`src/rtl/hpdcache_l15_resp_route_table.sv`:
```
// Transaction-ID allocator and response routing table for the L1.5 response path.
// Allocates the lowest free ID per request and routes responses to the recorded port.
module hpdcache_l15_resp_route_table #(
  parameter int unsigned N_PORTS      = 4,
  parameter int unsigned ID_WIDTH     = 3,
  parameter int unsigned PORTID_WIDTH = (N_PORTS > 1) ? $clog2(N_PORTS) : 1
) (
  input  logic                    clk_i,
  input  logic                    rst_i,
  input  logic                    req_valid_i,
  output logic                    req_ready_o,
  input  logic [PORTID_WIDTH-1:0] req_portid_i,
  output logic [ID_WIDTH-1:0]     req_id_o,
  input  logic                    resp_valid_i,
  output logic                    resp_ready_o,
  input  logic [ID_WIDTH-1:0]     resp_id_i,
  input  logic                    resp_last_i,
  output logic                    demux_valid_o,
  output logic [PORTID_WIDTH-1:0] demux_sel_o,
  input  logic                    demux_ready_i,
  output logic [ID_WIDTH:0]       outstanding_o,
  output logic                    err_o
);

  localparam int unsigned RT_DEPTH = 2 ** ID_WIDTH;

  logic [RT_DEPTH-1:0]     busy_q, busy_d;
  logic [PORTID_WIDTH-1:0] port_q [RT_DEPTH];
  logic [PORTID_WIDTH-1:0] port_d [RT_DEPTH];
  logic [ID_WIDTH:0]       cnt_q, cnt_d;
  logic                    err_q, err_d;

  logic                    any_free;
  logic [ID_WIDTH-1:0]     free_id;
  logic                    hit;
  logic                    alloc;
  logic                    release_id;

  // Lowest-index free entry; scanning downwards lets the lowest index win.
  always_comb begin
    free_id = '0;
    for (int i = RT_DEPTH - 1; i >= 0; i--) begin
      if (!busy_q[i]) free_id = ID_WIDTH'(i);
    end
  end

  assign any_free    = ~&busy_q;
  assign req_ready_o = any_free & ~rst_i;
  assign req_id_o    = req_ready_o ? free_id : '0;

  // Reset presents an empty table to the response path.
  assign hit           = busy_q[resp_id_i] & ~rst_i;
  assign demux_sel_o   = hit ? port_q[resp_id_i] : '0;
  assign demux_valid_o = resp_valid_i & hit;
  assign resp_ready_o  = hit ? demux_ready_i : 1'b1;

  assign alloc      = req_valid_i & req_ready_o;
  assign release_id = resp_valid_i & hit & demux_ready_i & resp_last_i;

  assign outstanding_o = rst_i ? '0 : cnt_q;
  assign err_o         = err_q & ~rst_i;

  always_comb begin
    busy_d = busy_q;
    port_d = port_q;
    if (alloc) begin
      busy_d[req_id_o] = 1'b1;
      port_d[req_id_o] = req_portid_i;
    end
    // Alloc chose a free ID, so it can never collide with the released one.
    if (release_id) busy_d[resp_id_i] = 1'b0;
    cnt_d = cnt_q + (ID_WIDTH + 1)'(alloc) - (ID_WIDTH + 1)'(release_id);
    err_d = resp_valid_i & ~hit;
  end

  always_ff @(posedge clk_i) begin
    if (rst_i) begin
      busy_q <= '0;
      port_q <= '{default: '0};
      cnt_q  <= '0;
      err_q  <= 1'b0;
    end else begin
      busy_q <= busy_d;
      port_q <= port_d;
      cnt_q  <= cnt_d;
      err_q  <= err_d;
    end
  end

endmodule

```
`config.mk`:
```
export PLATFORM = sky130hd
export DESIGN_NAME = hpdcache_l15_resp_route_table
export DESIGN_NICKNAME = d
export VERILOG_FILES = /design/src/rtl/hpdcache_l15_resp_route_table.sv
export SDC_FILE = /design/constraint.sdc
export NUM_CORES = 1
export LEC_CHECK = 0
export ABC_CLOCK_PERIOD_IN_PS = 7570
export CAP_MARGIN = 10
export CELL_PAD_IN_SITES_DETAIL_PLACEMENT = 1
export CELL_PAD_IN_SITES_GLOBAL_PLACEMENT = 1
export CORE_MARGIN = 8
export CORE_UTILIZATION = 45
export CTS_BUF_LIST = sky130_fd_sc_hd__clkbuf_8
export CTS_CLUSTER_DIAMETER = 80
export DETAILED_ROUTE_END_ITERATION = 8
export HOLD_SLACK_MARGIN = 0.03
export PLACE_DENSITY = 0.95
export RECOVER_POWER = 25
export SYNTH_ARGS = -nofsm -noshare
export SYNTH_HDL_FRONTEND = slang
export SYNTH_SLANG_ARGS = --single-unit
```
`constraint.sdc`:
```
create_clock -name clk_i -period 7.57 [get_ports clk_i]
set_input_delay 2.271 -clock clk_i [delete_from_list [all_inputs] [get_ports clk_i]]
set_output_delay 2.271 -clock clk_i [all_outputs]
set_load 0.02 [all_outputs]
```
# --- Yosys cells after proc, flatten, opt, wreduce, memory -nomap -nowiden ---
# Cells that the tools add are included.
op_classes:
  order_cmp: 7
  bitwise: 15
  n_reduce_logical: 5
  mux: 26
  add_sub_neg: 2
ops:
  columns: ["operator", "n"]
  rows:
  - ["two-way mux 3 bit", 9]
  - ["bitwise mux 16 bit", 1]
  - ["two-way mux 8 bit", 2]
  - ["bitwise AND 1 bit", 8]
  - ["bitwise AND 8 bit", 1]
  - ["greater-or-equal comparator 4 bit (second input constant)", 2]
  - ["< comparator 3 x 4 -> 1 bit (second input constant)", 2]
  - ["two-way mux 2 bit", 4]
  - ["NOT 3 -> 4 bit", 2]
  - ["NOT 8 bit", 1]
  - ["bitwise OR 8 bit", 1]
  - ["AND reduction 8 bit", 1]
  - ["binary-select mux 2 bit (select 3 bit)", 1]
  - ["demux 1 bit (select 3 bit)", 2]
  - ["demux 2 bit (select 3 bit)", 1]
  - ["greater-or-equal comparator 3 x 1 -> 1 bit (second input constant)", 2]
  - ["adder 4 x 1 -> 4 bit", 1]
  - ["< comparator 4 x 1 -> 1 bit (second input constant)", 1]
  - ["two-way mux 1 bit", 4]
  - ["two-way mux 4 bit", 1]
  - ["subtractor 4 x 1 -> 4 bit", 1]
  - ["binary-select mux 1 bit (select 3 bit)", 1]
  - ["logical AND 1 bit", 3]
  - ["NOT 1 bit", 2]
  - ["logical NOT 1 bit", 1]
totals:
  inputBits: 11
  wordCells: 66
  register_bits: 29
  output_inout_bits: 13

# --- Depth between registers and ports, before layout ---
# Gate-level depths: netlist of the first run.
depth:
  ltp_word: 17
  mapped_depth: 12
  mapped_depth_nobuf: 11

# --- Worst setup path after synthesis of the first run ---
# Ideal clock, no wire load.
synth_path:
  kind: "input to output"
  startpoint: "input port resp_id_i[2]"
  endpoint: "output port demux_sel_o[0]"
  stages: 5
  n_path_buf: 1
  arrival_ns: 3.781
  path_slack_ns: 1.518
  required_time_ns: 5.299
  path_cell_list: "buf_6 > mux2i_1 > mux4_2 > or2_4 > nor3b_1"
synth_via:
  elab_chain_cells: 5
  elab_cells_between_ends: 8
  classes_between: "mux (6); bitwise (2)"
synth_lines:
  columns: ["element", "line_no", "rtl"]
  rows:
  - ["start: declaration", "16", "input logic [ID_WIDTH-1:0] resp_id_i,"]
  - ["NOT 3 -> 4 bit (implied by the code)", "53", "assign demux_sel_o = hit ? port_q[resp_id_i] : '0;"]
  - ["binary-select mux 2 bit (select 3 bit)", "53", null]
  - ["two-way mux 2 bit (implied by the code) (2 in a row)", "53", null]
  - ["two-way mux 2 bit *", "53", null]
  - ["end: declaration", "19", "output logic [PORTID_WIDTH-1:0] demux_sel_o,"]
# Every way passes the cells marked *; elsewhere a longest branch is shown, timed or not. The select of a mux whose other input is x is not followed.

# --- Final worst setup path of the first run ---
layout_path:
  startpoint: "input port resp_id_i[2]"
  endpoint: "output port demux_sel_o[1]"
# The elaborated chain is that of the path after synthesis.

==> results of run 1 <==
-- kinds of logic after synthesis --
kind of cell    after synthesis  share of synthesized area [%]
buf+inv                      24                           6.33
flops                        29                           35.8
fa+ha+maj                     5                           4.32
mux                          19                           12.7
xor+xnor                      3                           1.62
compound gates               35                           13.7
simple gates                 81                           25.5
-- worst max path at each step --
stage                                end  slack, ns  cells after the start
after global routing      demux_sel_o[1]       0.37                      6
final                     demux_sel_o[1]       0.47                      6
after detailed placement  demux_sel_o[1]       0.55                      6
after global placement    demux_sel_o[1]       0.58                      6
after floorplan           demux_sel_o[0]       1.52                      5
after CTS                 demux_sel_o[1]       0.55                      6
-- registers in the layout, indices dropped and copies added, names as in the netlist --
| signal | flops |
|---|---|
| busy_q | 8 |
| cnt_q | 4 |
| err_q | 1 |
| port_q | 16 |
-- critical path, delay by kind of cell --
family / cells / cell delay (ns)
buffers and inverters: 2 / 1.39
AND/OR/NAND/NOR: 1 / 0.28
multiplexers: 2 / 0.69
AO/OA/AOI/OAI: 1 / 0.20
-- per-layer routing --
layer / track usage [%] / share of wire [%] / vias up
li1: - / - / 725
met4: 8.63 / 3.1 / 0
met1: 18.4 / 44 / 715
met3: 3.42 / 3.5 / 13
met5: 0 / 0 / -
met2: 26.2 / 50 / 33
-- layout by cell type (no fill, tap or decap), types with 2 or more instances in the layout --
cell type / instances
clkdlybuf4s50_1: 20
nor2_1: 33
xor2_1: 2
mux2i_1: 16
a311oi_1: 2
nand2_1: 11
mux2_2: 2
dfxtp_1: 29
or3_1: 4
buf_4: 4
nand2b_1: 5
clkbuf_8: 7
a21oi_1: 14
and2_1: 2
nor3b_1: 4
nor4b_1: 2
inv_1: 10
nor3_1: 7
a211oi_1: 3
o21ai_0: 7
dlygate4sd3_1: 3
nand3_1: 3
ha_1: 4
nor2b_1: 5
o221ai_1: 2
-- layout make-up --
class | count | area, µm² | area share (%)
Timing Repair Buffer | 27 | 260 | 13.2
Sequential cell | 29 | 581 | 29.4
Clock buffer | 7 | 96.3 | 4.87
Multi-Input combinational cell | 143 | 937 | 47.4
Inverter | 10 | 37.5 | 1.90
Tap cell | 48 | 60.1 | 3.04
Clock inverter | 1 | 5.00 | 0.253
-- where the power goes --
part           switching, mW  internal (mW)
combinational         0.0274         0.0241
clock                 0.0596         0.0820
sequential           0.00468          0.158
==> impl_metrics.json, run 1 <==
{
  "hold_buffers": 0,
  "dpl_cell_area_mm2": 0.00188,
  "antenna_found_initial": 0,
  "setup_slack_ns": 0.466,
  "gp_congestion": 0.800,
  "powerDensity_mw_per_mm2": 180,
  "cp.arrival_ns": 4.83,
  "ir_drop_v": 0.000113,
  "cts-resized-gates": 0,
  "fin_nets": 232,
  "pin_count": 24,
  "die_width_um": 76.0,
  "status": "finished clean",
  "rows": 22,
  "synth-edff-count": 0,
  "synth_cell_type_count": 41,
  "fmax_mhz": 141,
  "dr.pass1.iters": 4,
  "dieArea_mm2": 0.00578,
  "maxSlewViolCount": 0,
  "clk_latency_ns": 0.29,
  "regToRegSetupSlack_ns": 4.72,
  "netlist.area_leader.share_pct": 35.8,
  "crit_required_ns": 5.30,
  "setup_viol": 0,
  "finalHoldViolCount": 0,
  "min_to": "port_q[8]$_SDFFE_PP0P_",
  "worstReg2RegStart": "busy_q[1]$_SDFF_PP0_",
  "end_kind": "output pin",
  "drt-total-wl_um": 4350,
  "cts-root-buf": "clkbuf_8",
  "dieHeight_um": 76.0,
  "instances_no_fill": 265,
  "worst_slew_pin_slew_ns": 0.788,
  "crit_fanout": 6,
  "dr.first_iter.drc_count": 127,
  "cp-startpoint": "resp_id_i[2]",
  "layout-drive-gt1-share_pct": 8.76,
  "reg2reg_depth": 11,
  "cts_inserted_buffers": 5,
  "cts_setup_buffers": 0,
  "final_cell_area_mm2": 0.00198,
  "power.leakage_nw": 0.722,
  "core_area_mm2": 0.00355,
  "yosysMostFrequentCell": "nor2_1",
  "numPortBuffers": 23,
  "grtUsageTotal_pct": 15.8,
  "synthArstFlopShare_pct": 0,
  "yosysWarnings": 0,
  "clockBufferDepth": 2,
  "synthTopCellsByCount": "nor2_1, dfxtp_1, mux2i_1, a21oi_1, nand2_1",
  "hold_path_class": "register to register",
  "antenna-diode-count": 0,
  "grt_max_degree": 28,
  "cts.sinks": 29,
  "pre_cts_ws_ns": 0.550,
  "slowest_stage": "dlygate4sd3_1",
  "synthFlopType": "dfxtp_1",
  "start_kind": "primary input",
  "clk_pin_slew_ns": 0.06,
  "maxCapViolCount": 0,
  "post-route-drc-count": 0,
  "htreeDepth": 2,
  "ys_seq_area_share_pct": 35.8,
  "syn_area_per_cell_um2": 8.27,
  "fin_skew_ns": 0.00536,
  "synthCells": 196,
  "path_class": "primary input to output pin",
  "grt_pass1_wl_um": 7560,
  "layout_worst_path_cycle_share_pct": 93.8,
  "n_fill_cell": 414,
  "grt.overflow.total": 0,
  "synth_area_leaders": "dfxtp_1, mux2i_1, nor2_1",
  "whs_path_depth": 2,
  "yosys_register_bits": 29,
  "p_total_uw": 356,
  "dr_total_vias": 1486,
  "hpwl_um": 3200,
  "r2r-end": "cnt_q[3]$_SDFF_PP0_",
  "ant_nets": 0,
  "rsz0062_at_grt": "false",
  "min_from": "port_q[8]$_SDFFE_PP0P_",
  "synth_fp_nets": 212,
  "cts_tree": "built",
  "setup_tns_ns": 0,
  "hold_ws_ns": 0.487,
  "period_needed_ns": 7.10,
  "wl_per_cell_um": 16.4,
  "cp_slowest_stage_delay_ns": 0.73,
  "crit_chain": "dlygate4sd3_1, mux2i_1, mux4_2, or2_4, a2111oi_2, clkdlybuf4s50_1",
  "fin_util_pct": 55.7,
  "relSlewSlack_pct": 46.7,
  "initial_core_util_pct": 45.6,
  "netlist_area_mm2": 0.00162,
  "grt_pass1_vias": 1551,
  "viasPerCell": 5.61,
  "syn2layout_area_growth_pct": 22.0,
  "dp_cells": 257,
  "synth_top_area_cell": "dfxtp_1"
}
(Power assumes the default switching activity.)
==> run 2: changes to the inputs <==
Settings changed: CORE_UTILIZATION 45 to 43, CTS_BUF_LIST sky130_fd_sc_hd__clkbuf_8 to sky130_fd_sc_hd__clkbuf_8 sky130_fd_sc_hd__clkbuf_16, CTS_CLUSTER_DIAMETER 80 to default, PLACE_DENSITY 0.95 to 0.93.
==> run 2 against run 1 <==
Worst hold slack about the same. Maximum frequency fell by 0.62%. Clock skew barely moved. Sequential share of layout area is 0.38 points higher. Wire length up 11%. Non-clock buffer count unchanged. Largest power group unchanged. Die area rose by 3.7%. First-iteration DRC count down 55%.
==> impl_metrics.json, run 2 (synthesized netlist as in run 1, its figures left out) <==
{
  "grt_pass1_wl_um": 8030,
  "cts.sinks": 29,
  "r2r-end": "cnt_q[2]$_SDFF_PP0_",
  "cp.arrival_ns": 4.88,
  "powerDensity_mw_per_mm2": 170,
  "numPortBuffers": 23,
  "hold_path_class": "register to register",
  "grt_pass1_vias": 1637,
  "clockBufferDepth": 2,
  "largest-register": "port_q",
  "clk_latency_ns": 0.28,
  "setup_viol": 0,
  "fin_skew_ns": 0.00582,
  "core_area_mm2": 0.00363,
  "status": "finished clean",
  "hold_buffers": 0,
  "crit_required_ns": 5.30,
  "worstReg2RegStart": "busy_q[1]$_SDFF_PP0_",
  "fmax_mhz": 140,
  "maxSlewViolCount": 0,
  "cts_setup_buffers": 0,
  "finalHoldViolCount": 0,
  "dr.pass1.iters": 4,
  "cts-resized-gates": 0,
  "grt.overflow.total": 0,
  "die_width_um": 77.4,
  "antenna-diode-count": 0,
  "maxCapViolCount": 0,
  "viasPerCell": 5.77,
  "clk_pin_slew_ns": 0.06,
  "setup_tns_ns": 0,
  "largest_register_ffs": 16,
  "dieHeight_um": 77.4,
  "antenna_found_initial": 0,
  "grtUsageTotal_pct": 16.8,
  "dieArea_mm2": 0.00599,
  "hold_ws_ns": 0.487,
  "min_from": "port_q[8]$_SDFFE_PP0P_",
  "layout-drive-gt1-share_pct": 6.91,
  "top_regs": "port_q: 16 flops, busy_q: 8 flops, cnt_q: 4 flops",
  "cts_tree": "built",
  "rows": 22,
  "power.leakage_nw": 0.716,
  "layout_worst_path_cycle_share_pct": 94.4,
  "wl_per_cell_um": 18.2,
  "gp_congestion": 0.926,
  "syn2layout_area_growth_pct": 20.5,
  "hpwl_um": 3340,
  "fin_nets": 232,
  "dr.first_iter.drc_count": 57,
  "reg2reg_depth": 11,
  "n_fill_cell": 451,
  "worst_slew_pin_slew_ns": 1.07,
  "cts_inserted_buffers": 5,
  "end_kind": "output pin",
  "dr_total_vias": 1530,
  "start_kind": "primary input",
  "htreeDepth": 2,
  "regToRegSetupSlack_ns": 4.59,
  "cts-root-buf": "clkbuf_8",
  "initial_core_util_pct": 44.6,
  "rsz0062_at_grt": "false",
  "pre_cts_ws_ns": 0.532,
  "cp-endpoint": "demux_sel_o[1]",
  "post-route-drc-count": 0,
  "drt-total-wl_um": 4820,
  "crit_fanout": 6,
  "relSlewSlack_pct": 28.7,
  "setup_slack_ns": 0.422,
  "multi_input_area_um2": 937,
  "layout_common_cells": "nor2_1, dfxtp_1, clkdlybuf4s50_1",
  "mostFrequentLayoutCell": "nor2_1",
  "fin_util_pct": 53.7,
  "pin_count": 24,
  "ir_drop_v": 0.000110,
  "p_total_uw": 333,
  "path_class": "primary input to output pin",
  "cp-startpoint": "resp_id_i[2]",
  "ant_nets": 0,
  "grt_max_degree": 27,
  "seqCellArea_um2": 581,
  "period_needed_ns": 7.15
}
==> run 2: power breakdown <==
group / leakage [nW] / internal (mW) / switching (mW)
clock network: 0.0519 / 0.0610 / 0.0568
registers: 0.235 / 0.158 / 0.00488
logic: 0.429 / 0.0239 / 0.0280
total: 0.716 / 0.243 / 0.0897
==> run 2: worst max-delay path: stages <==
cell and delay, ns:
dlygate4sd3_1 0.74, mux2i_1 0.15, mux4_2 0.52, or2_4 0.27, a2111oi_2 0.24, clkdlybuf4s50_1 0.67
==> run 2: cell type report <==
| class | instances | area share [%] |
|---|---|---|
| clock buffers | 5 | 3.53 |
| clock inverters | 3 | 0.577 |
| inverters | 10 | 1.92 |
| multi-input cells | 143 | 48.0 |
| flip-flops and latches | 29 | 29.7 |
| well taps | 48 | 3.08 |
| repair buffers | 27 | 13.1 |
==> run 2: routing by layer <==
metal / share of wire (%) / track usage [%]
met5: 0 / 0
met4: 3.4 / 9.43
met3: 3.7 / 4.61
met2: 50 / 28.9
met1: 43 / 18.2
==> run 2: per-stage QoR <==
stage | std cells | cell area [µm²]
floorplan | 196 | 1620
global placement | 257 | 1880
detailed placement | 257 | 1880
CTS | 265 | 1960
global route | 265 | 1950
finish | 265 | 1950
==> run 2: worst min path at each step <==
stage	to	slack (ns)	depth (start not counted)
final	port_q[8]$_SDFFE_PP0P_	0.49	2
after global routing	port_q[9]$_SDFFE_PP0P_	0.52	2
after CTS	port_q[8]$_SDFFE_PP0P_	0.49	2
after detailed placement	port_q[13]$_SDFFE_PP0P_	0.47	2
after global placement	port_q[8]$_SDFFE_PP0P_	0.47	2
after floorplan	port_q[13]$_SDFFE_PP0P_	0.45	2
==> run 3: changes to the inputs <==
Settings changed: CORE_MARGIN 8 to default.
==> run 3 against run 2 <==
Highest routed layer unchanged. Maximum frequency shrank 0.21%. Setup slack lost 0.015 ns. Design area grew 0.38%. Critical path depth is the same. Die area shrank 33%. Register-to-register slack is essentially flat. Final cell count shrank 0.75%. Largest power group unchanged. Utilization grew 2.8 points.
==> impl_metrics.json, run 3 (synthesized netlist as in run 1, its figures left out) <==
{
  "status": "finished clean",
  "syn2layout_area_growth_pct": 20.9,
  "dieArea_mm2": 0.00402,
  "antenna-diode-count": 0,
  "core_area_mm2": 0.00347,
  "ir_drop_v": 0.000162,
  "pin_count": 24,
  "worst_slew_pin_slew_ns": 0.669,
  "clk_pin_slew_ns": 0.06,
  "powerDensity_mw_per_mm2": 176,
  "grt_pass1_vias": 1548,
  "htreeDepth": 2,
  "grt_max_degree": 18,
  "reg2reg_depth": 11,
  "largest_register_ffs": 16,
  "p_total_uw": 344,
  "largest-register": "port_q",
  "cts_setup_buffers": 0,
  "cts-root-buf": "clkbuf_8",
  "fin_nets": 233,
  "r2r-end": "cnt_q[3]$_SDFF_PP0_",
  "rows": 21,
  "hold_path_class": "register to register",
  "maxSlewViolCount": 0,
  "hpwl_um": 3250,
  "crit_required_ns": 5.30,
  "ant_nets": 0,
  "initial_core_util_pct": 46.7,
  "dieHeight_um": 63.4,
  "wl_per_cell_um": 17.1,
  "post-route-drc-count": 0,
  "regToRegSetupSlack_ns": 4.59,
  "fin_skew_ns": 0.00678,
  "crit_chain": "clkdlybuf4s50_1, mux2i_1, mux4_2, or2_4, nor3b_1, clkdlybuf4s50_1",
  "rsz0062_at_grt": "false",
  "setup_viol": 0,
  "end_kind": "output pin",
  "dr.pass1.iters": 4,
  "start_kind": "primary input",
  "cpMostUsedCell": "clkdlybuf4s50_1",
  "grt_pass1_wl_um": 7620,
  "cts.sinks": 29,
  "path_class": "primary input to output pin",
  "dr_total_vias": 1495,
  "dr.first_iter.drc_count": 117,
  "worstReg2RegStart": "busy_q[1]$_SDFF_PP0_",
  "relSlewSlack_pct": 55.3,
  "cp.arrival_ns": 4.89,
  "cts-resized-gates": 0,
  "hold_buffers": 0,
  "grt.overflow.total": 0,
  "clockBufferDepth": 2,
  "layout-drive-gt1-share_pct": 7.37,
  "top_regs": "port_q: 16 flops, busy_q: 8 flops, cnt_q: 4 flops",
  "cts_inserted_buffers": 5,
  "numPortBuffers": 23,
  "drt-total-wl_um": 4500,
  "setup_tns_ns": 0,
  "fmax_mhz": 140,
  "min_from": "port_q[9]$_SDFFE_PP0P_",
  "finalHoldViolCount": 0,
  "layout_worst_path_cycle_share_pct": 94.6,
  "slowest_stage": "clkdlybuf4s50_1",
  "antenna_found_initial": 0,
  "viasPerCell": 5.68,
  "crit_fanout": 8,
  "whs_path_depth": 2,
  "min_to": "port_q[9]$_SDFFE_PP0P_",
  "power.leakage_nw": 0.713,
  "maxCapViolCount": 0,
  "die_width_um": 63.4,
  "period_needed_ns": 7.16,
  "cp_slowest_stage_delay_ns": 0.69,
  "gp_congestion": 0.811,
  "cts_tree": "built",
  "mostFrequentLayoutCell": "nor2_1",
  "grtUsageTotal_pct": 25.3,
  "clk_latency_ns": 0.29,
  "layout_common_cells": "nor2_1, dfxtp_1, clkdlybuf4s50_1"
}
==> run 3: changes by cell type in the layout (fill, tap and decap cells not counted), sizes merged <==
cell / change
dlygate4sd3: -2
clkdlybuf4s50: +2
inv: -2
clkbuf: +2
==> run 3: final cells by class <==
| class | count | area, µm² |
|---|---|---|
| Tap cell | 46 | 57.6 |
| Inverter | 10 | 37.5 |
| Sequential cell | 29 | 581 |
| Multi-Input combinational cell | 143 | 937 |
| Clock inverter | 1 | 3.75 |
| Fill cell | 419 | 1510 |
| Clock buffer | 6 | 82.6 |
| Timing Repair Buffer | 28 | 260 |
==> run 3: critical path: cells and delay by family <==
family / cells / cell delay, ns
buffers and inverters: 2 / 1.34
multiplexers: 2 / 0.75
AND/OR/NAND/NOR: 2 / 0.52
==> run 3: metrics by stage <==
step	hold slack [ns]	utilization (%)	instance area (µm²)	worst slack [ns]	instances
6_report	0.485	56.5	1960	0.407	263
5_1_grt	0.523	56.5	1960	0.294	263
4_1_cts	0.485	56.7	1970	0.405	263
3_5_place_dp	0.476	54.2	1880	0.424	256
3_3_place_gp	0.467	54.2	1880	0.519	256
2_1_floorplan	0.449	-	1620	1.52	196
==> run 3: worst max path at each step <==
stage            startpoint             end  depth (start not counted)
6_report       resp_id_i[2]  demux_sel_o[0]                          6
5_1_grt        resp_id_i[2]  demux_sel_o[1]                          6
4_1_cts        resp_id_i[2]  demux_sel_o[0]                          6
3_5_place_dp   resp_id_i[2]  demux_sel_o[0]                          6
3_3_place_gp   resp_id_i[2]  demux_sel_o[1]                          6
2_1_floorplan  resp_id_i[2]  demux_sel_o[0]                          5
==> run 3: report_power, final <==
part / total (mW) / switching [mW] / internal [mW]
registers: 0.163 / 0.00477 / 0.158
logic: 0.0534 / 0.0292 / 0.0242
clock network: 0.128 / 0.0573 / 0.0706
total: 0.344 / 0.0912 / 0.253
==> run 3: routing by layer <==
layer	vias to the layer above	track usage [%]	part of all wire [%]
met4	0	13.6	2.7
met5	-	0	0
li1	719	-	-
met3	10	4.53	3.6
met2	39	43.6	49
met1	727	29.4	45
==> patch, RTL diff (settings of run 3) <==
Change the parameter `ID_WIDTH` from 3 to 4.
--- a/src/rtl/hpdcache_l15_resp_route_table.sv
+++ b/src/rtl/hpdcache_l15_resp_route_table.sv
@@ -4,3 +4,3 @@
   parameter int unsigned N_PORTS      = 4,
-  parameter int unsigned ID_WIDTH     = 3,
+  parameter int unsigned ID_WIDTH     = 4,
   parameter int unsigned PORTID_WIDTH = (N_PORTS > 1) ? $clog2(N_PORTS) : 1
Ports: changed (resized outstanding_o, req_id_o and resp_id_i); port bits go from 24 to 27. The function was not compared with the original's and may differ.
==> patch against run 3 <==
  * Synthesized area grew 83%
  * Critical path type unchanged
  * Routed wire length increased by 100%
  * Largest cell class unchanged
  * Cell area increased by 73%
  * Highest routed layer unchanged
  * Clock power increased by 55%
  * Sequential power up 82%
  * Total power rose by 67%
  * Worst setup slack lost 4.3 ps
  * Via count is 74% higher
  * Fmax about the same
  * Sequential cell count is 25 higher
==> patch: results (changes against run 3) <==
[finish]
area.sequential_um2 = 1080  ; was 581 um2
n_clock_buffer = 5  ; was 6
multi_input_area_share_pct = 51.6  ; was 47.8%
drive_gt1_share_pct = 10.1  ; was 7.37%
layout.nonclk_buf_share_pct = 8.44  ; was 13.3%
finalNetCount = 353  ; was 233
final-clk-cell-share_pct = 3.26  ; was 4.41%
n_all_buffers = 30  ; was 28

[detailed_routing]
wl_met1_um = 3510  ; was 2020 um
drt_iter0_drc = 157  ; was 117
vias = 2600  ; was 1495
dr_wl_met2_um = 4910  ; was 2200 um
totalWireLength_um = 9200  ; was 4500 um
avgRoutedWirePerCell_um = 22.3  ; was 17.1 um
wl_met3_um = 457  ; was 160 um

[worst_setup_path]
crit_path_end = demux_sel_o[1]  ; was demux_sel_o[0]
reg2regPathDepth = 15  ; was 11
crit_path_max_incr_delay_ps = 660  ; was 690 ps
r2r_setup_slack_ps = 4280  ; was 4590 ps

[worst_hold_path]
holdPathEnd = port_q[12]  ; was port_q[9]
worstHoldStart = port_q[12]  ; was port_q[9]

[outcome]
status = complete, no violations  ; unchanged

[clock_tree]
numClockSinks = 54  ; was 29
clkTransAtPathRegs_ps = 100  ; was 60 ps
clock_latency_ps = 320  ; was 290 ps

[yosys]
synth_commonest_cells = 54 x dfxtp_1, 31 x nor2_1, 27 x mux2i_1  ; was 33 x nor2_1, 29 x dfxtp_1, 16 x mux2i_1
synth-xor-area-share_pct = 1.18  ; was 1.62%
synth_compound_gate_area_share_pct = 13.3  ; was 13.7%
synth_nets = 334  ; was 212
synthMuxAreaShare_pct = 20.1  ; was 12.7%
synth_cell_types = 47  ; was 41
yosysSeqAreaShare_pct = 36.5  ; was 35.8%
synth_fa_ha_area_share_pct = 2.79  ; was 4.32%

[grt]
met3_usage_pct = 4.57  ; was 4.53%
grt_util_met1_pct = 29.9  ; was 29.4%
met2_usage_pct = 49.9  ; was 43.6%
grt_max_degree = 50  ; was 18
track_usage_pct = 27.0  ; was 25.3%

[place]
dpl.hpwl_um = 6780  ; was 3250 um
dp.cells = 405  ; was 256
portBuffers = 26  ; was 23

[timing]
timing.hold.ws_ps = 492  ; was 485 ps
slew_headroom_pct = 44.5  ; was 55.3%

[pwr]
p_leak_nw = 1.28  ; was 0.713 nW

-- patch: cell types whose count changed after synthesis, sizes merged, moves of 4 or more --
cell    delta
dfxtp     +25
nand2b    +20
mux4      +13
mux2i     +11
clkbuf     +7
inv        +7
a211oi     +6
a221oi     +6
nand2      +6
nand3      +6
nor2b      +5
and3       +4
-- patch: power by group --
group | total (mW) | leakage, nW | internal, mW | switching (mW)
clock | 0.199 | 0.0556 | 0.0975 | 0.101
combinational | 0.0787 | 0.790 | 0.0363 | 0.0425
sequential | 0.297 | 0.437 | 0.291 | 0.00646
-- patch: per-stage QoR --
step	setup WS [ps]	utilization [%]	cell area, um2
6_report	402	52.1	3380
5_1_grt	299	52.1	3380
4_1_cts	412	52.1	3380
3_5_place_dp	442	50.4	3270
3_3_place_gp	509	50.4	3270
2_1_floorplan	1410	-	2960
